===== src/rtl/fft_reorder.sv =====
// Bit-reversed to natural-order reorder buffer for a 32-point FFT (ping-pong banks).
// Define FFT_REORDER_SOF_EN to add sof_i, which realigns the write counter to a frame start.
module fft_reorder #(
  parameter int unsigned DATA_W = 16
) (
  input  logic              clk,
  input  logic              rst,
  input  logic              valid_i,
`ifdef FFT_REORDER_SOF_EN
  input  logic              sof_i,
`endif
  input  logic [DATA_W-1:0] data_in_r,
  input  logic [DATA_W-1:0] data_in_i,
  output logic              valid_o,
  output logic [DATA_W-1:0] data_out_r,
  output logic [DATA_W-1:0] data_out_i,
  output logic [4:0]        index_o
);

  localparam logic [0:0] StIdle = 1'b0;
  localparam logic [0:0] StRead = 1'b1;

  function automatic logic [4:0] bitrev5(input logic [4:0] v);
    return {v[0], v[1], v[2], v[3], v[4]};
  endfunction

  // Both banks share one array; the bank select is the address MSB.
  logic [DATA_W-1:0] mem_r [64];
  logic [DATA_W-1:0] mem_i [64];

  logic [4:0]        wr_cnt_q, wr_cnt_d;
  logic              wr_bank_q, wr_bank_d;
  logic [1:0]        full_q, full_d;
  logic              rd_bank_q, rd_bank_d;
  logic [4:0]        rd_cnt_q, rd_cnt_d;
  logic [0:0]        state_q, state_d;
  logic              valid_q, valid_d;
  logic [DATA_W-1:0] dout_r_q, dout_r_d;
  logic [DATA_W-1:0] dout_i_q, dout_i_d;
  logic [4:0]        index_q, index_d;

  logic       sof;
  logic [4:0] wr_addr;
  logic [1:0] set_mask, clr_mask, full_now;

`ifdef FFT_REORDER_SOF_EN
  assign sof = valid_i & sof_i;
`else
  assign sof = 1'b0;
`endif

  assign wr_addr = sof ? 5'd0 : bitrev5(wr_cnt_q);

  always_comb begin
    wr_cnt_d  = wr_cnt_q;
    wr_bank_d = wr_bank_q;
    set_mask  = 2'b00;
    if (sof) begin
      wr_cnt_d = 5'd1;
    end else if (valid_i) begin
      wr_cnt_d = wr_cnt_q + 5'd1;
      if (wr_cnt_q == 5'd31) begin
        wr_bank_d           = ~wr_bank_q;
        set_mask[wr_bank_q] = 1'b1;
      end
    end
  end

  // Flags being set this edge count as full so a completed frame starts reading at once.
  assign full_now = full_q | set_mask;

  always_comb begin
    state_d   = state_q;
    rd_cnt_d  = rd_cnt_q;
    rd_bank_d = rd_bank_q;
    clr_mask  = 2'b00;
    valid_d   = 1'b0;
    dout_r_d  = dout_r_q;
    dout_i_d  = dout_i_q;
    index_d   = index_q;
    case (state_q)
      StIdle: begin
        if (full_now[rd_bank_q]) state_d = StRead;
      end
      StRead: begin
        valid_d  = 1'b1;
        dout_r_d = mem_r[{rd_bank_q, rd_cnt_q}];
        dout_i_d = mem_i[{rd_bank_q, rd_cnt_q}];
        index_d  = rd_cnt_q;
        rd_cnt_d = rd_cnt_q + 5'd1;
        if (rd_cnt_q == 5'd31) begin
          clr_mask[rd_bank_q] = 1'b1;
          rd_bank_d           = ~rd_bank_q;
          if (!full_now[rd_bank_d]) state_d = StIdle;
        end
      end
      default: state_d = StIdle;
    endcase
  end

  assign full_d = full_now & ~clr_mask;

  always_ff @(posedge clk) begin
    if (valid_i) begin
      mem_r[{wr_bank_q, wr_addr}] <= data_in_r;
      mem_i[{wr_bank_q, wr_addr}] <= data_in_i;
    end
  end

  always_ff @(posedge clk or posedge rst) begin
    if (rst) begin
      wr_cnt_q  <= 5'd0;
      wr_bank_q <= 1'b0;
      full_q    <= 2'b00;
      rd_bank_q <= 1'b0;
      rd_cnt_q  <= 5'd0;
      state_q   <= StIdle;
      valid_q   <= 1'b0;
      dout_r_q  <= '0;
      dout_i_q  <= '0;
      index_q   <= 5'd0;
    end else begin
      wr_cnt_q  <= wr_cnt_d;
      wr_bank_q <= wr_bank_d;
      full_q    <= full_d;
      rd_bank_q <= rd_bank_d;
      rd_cnt_q  <= rd_cnt_d;
      state_q   <= state_d;
      valid_q   <= valid_d;
      dout_r_q  <= dout_r_d;
      dout_i_q  <= dout_i_d;
      index_q   <= index_d;
    end
  end

  assign valid_o    = valid_q;
  assign data_out_r = dout_r_q;
  assign data_out_i = dout_i_q;
  assign index_o    = index_q;

endmodule


===== config.mk =====
export PLATFORM = sky130hd
export DESIGN_NAME = fft_reorder
export DESIGN_NICKNAME = d
export VERILOG_FILES = /design/src/rtl/fft_reorder.sv
export SDC_FILE = /design/constraint.sdc
export NUM_CORES = 2
export LEC_CHECK = 0
export CORE_MARGIN = 2
export CORE_UTILIZATION = 45
export CTS_CLUSTER_SIZE = 16
export DETAILED_ROUTE_END_ITERATION = 7
export PLACE_DENSITY_LB_ADDON = 0.3
export SETUP_SLACK_MARGIN = 0.05
export SLEW_MARGIN = 40
export SYNTH_ARGS = -nofsm -noshare
export SYNTH_HDL_FRONTEND = slang
export SYNTH_SLANG_ARGS = --single-unit

===== constraint.sdc =====
create_clock -name clk -period 3.6 [get_ports clk]
set_clock_uncertainty 0.05 [all_clocks]
set_input_delay 0.54 -clock clk [delete_from_list [all_inputs] [get_ports clk]]
set_output_delay 0.54 -clock clk [all_outputs]
set_load 0.03 [all_outputs]

# == Word-level counts from Yosys, hierarchy flattened ==
# Memories as Yosys holds them, arrays and structs flattened. A register that Yosys moved wholly into a read port is not among the register bits.
# Index checks and enable logic that the tools add are counted.
# word_totals
output_inout_bits,38
elab_cells,48
input_bits,35
ramBits,2048
ff_bits,21
memories,2
# mem_list
memory,words,word_bits,read_ports,rd_clocked_by_memory_dff,write_ports,line_no,source
mem_i,64,16,1,1,1,29,logic [DATA_W-1:0] mem_i [64];
mem_r,64,16,1,1,1,28,logic [DATA_W-1:0] mem_r [64];
# op_classes
magnitude_cmp,5
n_reduce_logical,4
n_bitwise,6
n_eq_ne,2
addsub,2
mux,19
# ops
operator,count
2-to-1 mux 1 bit,12
adder 5 x 1 -> 5 bit (second input constant),2
equality test 5 bit (second input constant),2
2-to-1 mux 2 bit,4
less-than comparator 1 x 2 -> 1 bit (second input constant),3
AND reduction 2 bit,2
inverter 1 bit,3
bitwise AND 2 bit,1
demux 1 bit (select 1 bit),2
greater-or-equal comparator 1 bit (second input constant),2
logical AND 1 bit,2
inverter 2 bit,1
bitwise OR 2 bit,1
case mux 1 bit (2 select lines),1

# == Logic depth before layout (Yosys ltp) ==
# depth
word_depth,12
depth_mapped,11
mapped_depth_nobuf,6

# == Worst setup path after synthesis ==
# Ideal clock, no wire load.
# synth_path
path_type,input to register
from,in valid_i
to,mem mem_i[57][0] (enable)
stages,3
setup_ns,0.461
path_buffers,1
t_required_ns,3.089
path_slack_ns,-0.157
arrival_time_ns,3.247
cell_sequence,clkbuf_1 nand4_1 nor3_1
# synth_via
elab_chain_cells,2
# synth_rtl
item,line_no,source
"start, declared",8,"input logic valid_i,"
2-to-1 mux 1 bit,104,if (valid_i) begin
2-to-1 mux 1 bit (implied by the code),106,"mem_i[{wr_bank_q, wr_addr}] <= data_in_i;"
"end, declared",29,
# No other way between the ends.

==> results.txt <==
----------------------------------------------------
[Setup path]
  Setup Crit Path Kind ... reg -> reg
  Launch point of the critical path ... rd_cnt_q[1]
  Startpoint of the worst-slack reg-to-reg timing path ... rd_cnt_q[1]
  CP max FO ... 18
  Kind of end point of the critical path ... flip-flop
  Worst stage delay on the critical path ... 0.68 ns
  Worst path most repeated cell ... sky130_fd_sc_hd__buf_4
  Critical Path Source Type ... flip-flop
  Worst path slowest cell ... sky130_fd_sc_hd__dfrtp_4
  Req. time, crit path ... 4.19 ns
  List of cells traversed by the critical path ... buf_4 -> buf_4 -> mux4_2 -> mux2i_1 -> o2111ai_1 -> a32oi_1 -> o31ai_1
  Crit path arrival time ... 4.06 ns

[Clock tree]
  CTS Hold Bufs ... 0
  Clock transition at the register clock pins on the worst setup and hold paths after CTS ... 0.06 ns
  CTS tree ... yes
  Root buffer cell ... sky130_fd_sc_hd__clkbuf_16
  Post-CTS resize count ... 0
  Number of sinks handled by clock tree synthesis ... 2101
  Level count of the clock H-tree ... 4
  Number of setup buffers added after CTS ... 0
  CTS max path bufs ... 3
  Total CTS buffers ... 205
  Clock insertion delay at the later pin of the skew report ... 0.84 ns

[Synthesis]
  Mean post-synth cell area ... 21.65 µm²
  Number of storage elements in the synthesis netlist ... 2101
  Most frequent cell after synthesis ... sky130_fd_sc_hd__edfxtp_1
  Area fraction of the dominant cell type after synthesis ... 76.35%
  Share of synthesized area occupied by flip-flops and latches ... 77.99%
  Ranking of synthesized cells by area ... sky130_fd_sc_hd__edfxtp_1, sky130_fd_sc_hd__mux4_2, sky130_fd_sc_hd__mux2i_1
  Area of the mapped netlist ... 80550 µm²
  Share of async-settable or async-resettable flops after synthesis ... 2.523%
  Synthesized netlist cell count ... 3721
  Synth area leader ... sky130_fd_sc_hd__edfxtp_1
  Number of distinct library cells after synthesis ... 60
  Ranking of synthesized cells by instance count ... sky130_fd_sc_hd__edfxtp_1, sky130_fd_sc_hd__mux4_2, sky130_fd_sc_hd__mux2i_1
  EDFF count, synth ... 2048
  Top flip-flop cell by instance count after synthesis ... sky130_fd_sc_hd__edfxtp_1
  Yosys warning total ... 0
  Synth Net Count ... 3760

[Power]
  Post-layout power ... 71.48 mW
  Fraction of power consumed by the clock network ... 29.0%
  Cell Pwr Density ... 769.7 nW/µm²
  Power share of the sequential group ... 40.7%
  Fraction of power spent switching nets ... 31.61%
  Net load switching power ... 22.60 mW
  Leak ... 29.76 nW
  Peak supply drop ... 579.0 µV
  Logic gate share of total power ... 30.3%
  Internal power ... 48.88 mW

[Place]
  IO buf count ... 72
  Final HPWL from detailed placement ... 127100 µm
  Global placement routability congestion ... 0.8148
  Placement Setup Slack ... 0.04636 ns
  Number of placed instances with taps included ... 6195

[Die]
  Count of standard-cell rows ... 155
  Number of top-level pins ... 73
  Initial core utilization ... 45.20%
  Core area ... 178200 µm²
  Die Ht ... 427.1 µm
  Area of the die ... 182400 µm²
  Die W ... 427.1 µm

[Detailed routing]
  Antenna Violating Nets Remaining ... 0
  Wire length reported by the detailed router ... 220600 µm
  Number of vias in the routed layout ... 40910
  WL per Instance ... 33.53 µm
  Count of routing violations after the opening detailed-route iteration ... 5257
  DRC ... 0
  TritonRoute pass-1 iters ... 5
  Per-cell via count in the routed design ... 6.218

[Cells and area]
  Filler cell count in the final layout ... 13700
  Final non-filler cell total ... 6580
  Fraction of layout instances using a drive strength above 1 ... 26.21%
  Layout-stage area growth over the synthesis result ... 15.29%
  Layout net count ... 4088

[Global route]
  Largest net degree at the start of global routing ... 65
  Overall routing resource usage ... 24.24%
  Vias in the first global route ... 40460
  Overall overflow remaining after global route ... 0
  Initial antenna violation count ... 7
  Global-route wire length before repair ... 309800 µm

[Timing]
  Slew headroom ... 42.18%
  Summed negative setup slack over all endpoints ... 0 ns
  Total count of hold-check failures in the final report ... 0
  Highest clock frequency the design can meet ... 287.9 MHz
  Unrepaired setup endpoints after global routing ... no
  Fin. max-slew vios ... 0
  Minimum clock period after layout ... 3.473 ns
  Setup violators final ... 0
  Transition time of the tightest slew-check pin ... 0.8674 ns
  Post-route clock period utilization ... 96.48%
  Setup WS post-layout ... 0.1268 ns
  Hold slack ... 0.02390 ns

[Flow run]
  Max-cap violations ... 0

[Outcome]
  Result of the run ... finished, final reports clean

[Hold path]
  Hold Crit Class ... in -> async

----------------------------------------------------
-- cell usage in the layout, fill, tap and decap left out, types with 8 or more instances in the layout --
master and instances:
sky130_fd_sc_hd__mux4_2 390, sky130_fd_sc_hd__buf_12 75, sky130_fd_sc_hd__clkinv_2 29, sky130_fd_sc_hd__dfrtp_1 48, sky130_fd_sc_hd__a211oi_1 13, sky130_fd_sc_hd__clkbuf_1 67, sky130_fd_sc_hd__nand2_1 68, sky130_fd_sc_hd__o221ai_1 38
sky130_fd_sc_hd__clkbuf_16 209, sky130_fd_sc_hd__a32oi_1 12, sky130_fd_sc_hd__a211o_1 24, sky130_fd_sc_hd__clkbuf_8 12, sky130_fd_sc_hd__clkinv_1 36, sky130_fd_sc_hd__nand3_1 28, sky130_fd_sc_hd__buf_4 216, sky130_fd_sc_hd__a221oi_1 44
sky130_fd_sc_hd__nor2_1 54, sky130_fd_sc_hd__bufinv_16 11, sky130_fd_sc_hd__o21ai_0 53, sky130_fd_sc_hd__edfxtp_1 2048, sky130_fd_sc_hd__nor2_4 64, sky130_fd_sc_hd__a21oi_1 60, sky130_fd_sc_hd__a22oi_1 31, sky130_fd_sc_hd__mux2i_1 257
sky130_fd_sc_hd__a221o_1 28, sky130_fd_sc_hd__nor2b_1 8, sky130_fd_sc_hd__o22ai_1 45, sky130_fd_sc_hd__clkdlybuf4s50_1 40, sky130_fd_sc_hd__mux2_2 57
-- state kept, by name, indices dropped and copies added, names as in the netlist --
name / count
mem_i: 1024
mem_r: 1024
data_out_i: 16
data_out_r: 16
index_o: 5
rd_cnt_q: 5
wr_cnt_q: 5
full_q: 2
rd_bank_q: 1
state_q: 1
valid_o: 1
wr_bank_q: 1
-- critical path: cells and delay by family (launching register included) --
family / cells / cell delay, ns
mux: 2 / 0.83
flops: 1 / 0.68
buf+inv: 2 / 0.63
compound gates: 3 / 1.05
-- layer usage --
metal  vias to the layer above  share of wire [%]  GRT usage (%)
li1                      16410                  -              -
met1                     22060                 40          33.49
met2                      2087                 48          38.80
met3                       342                8.6          4.858
met4                        10                3.2          8.075
met5                         -              0.026              0
-- power by group through the flow --
stage               Sequential (mW)  Clock (mW)  Combinational, mW
global placement               29.6           0               21.4
detailed placement             29.6           0               21.6
CTS                            29.1        21.0               21.7
finish                         29.1        20.7               21.6
global route                   29.1        21.9               22.6
floorplan                      29.3           0               13.2
-- logic make-up (layout without fill, tap and decap cells) --
logic type | Yosys count | count (layout) | synth area share (%)
muxes | 710 | 710 | 15.09
and+or+nand+nor | 268 | 268 | 1.476
AOI/OAI and AO/OA | 408 | 408 | 3.720
xor gates and xnor gates | 8 | 8 | 0.08699
DFF | 2101 | 2101 | 77.99
adders and majority gates | 4 | 4 | 0.06213
buffers and inverters | 222 | 724 | 1.573
other | 0 | 2 | 0
-- stage by stage --
step                util (%)  cell area (µm²)
finish                 52.11            92870
CTS                    52.09            92840
global route           52.10            92860
floorplan                  -            80560
global placement       48.39            86250
detailed placement     48.46            86360
-- worst paths after layout --
path                       slack [ns]  depth (start not counted)             end
setup reg to reg                 0.13                          7  data_out_i[11]
hold reg to reg                  0.47                          1      index_o[2]
hold / removal                   0.02                          2  data_out_i[12]
max in group asynchronous        2.88                          3   data_out_i[3]
min in group clk                 0.16                          1    mem_r[45][4]
setup / recovery                 0.13                          7  data_out_i[11]
-- layout make-up --
| class | instances | area (µm²) | share of cell area (%) |
|---|---|---|---|
| Antenna cell | 2 | 5.005 | 0.005389 |
| Clock buffer | 288 | 5647 | 6.080 |
| Clock inverter | 93 | 828.3 | 0.8919 |
| Inverter | 7 | 32.53 | 0.03503 |
| Multi-Input combinational cell | 1398 | 17000 | 18.30 |
| Sequential cell | 2101 | 62840 | 67.67 |
| Tap cell | 2355 | 2947 | 3.173 |
| Timing Repair Buffer | 336 | 3567 | 3.841 |
Note: power is estimated with default switching activity, not from simulation.
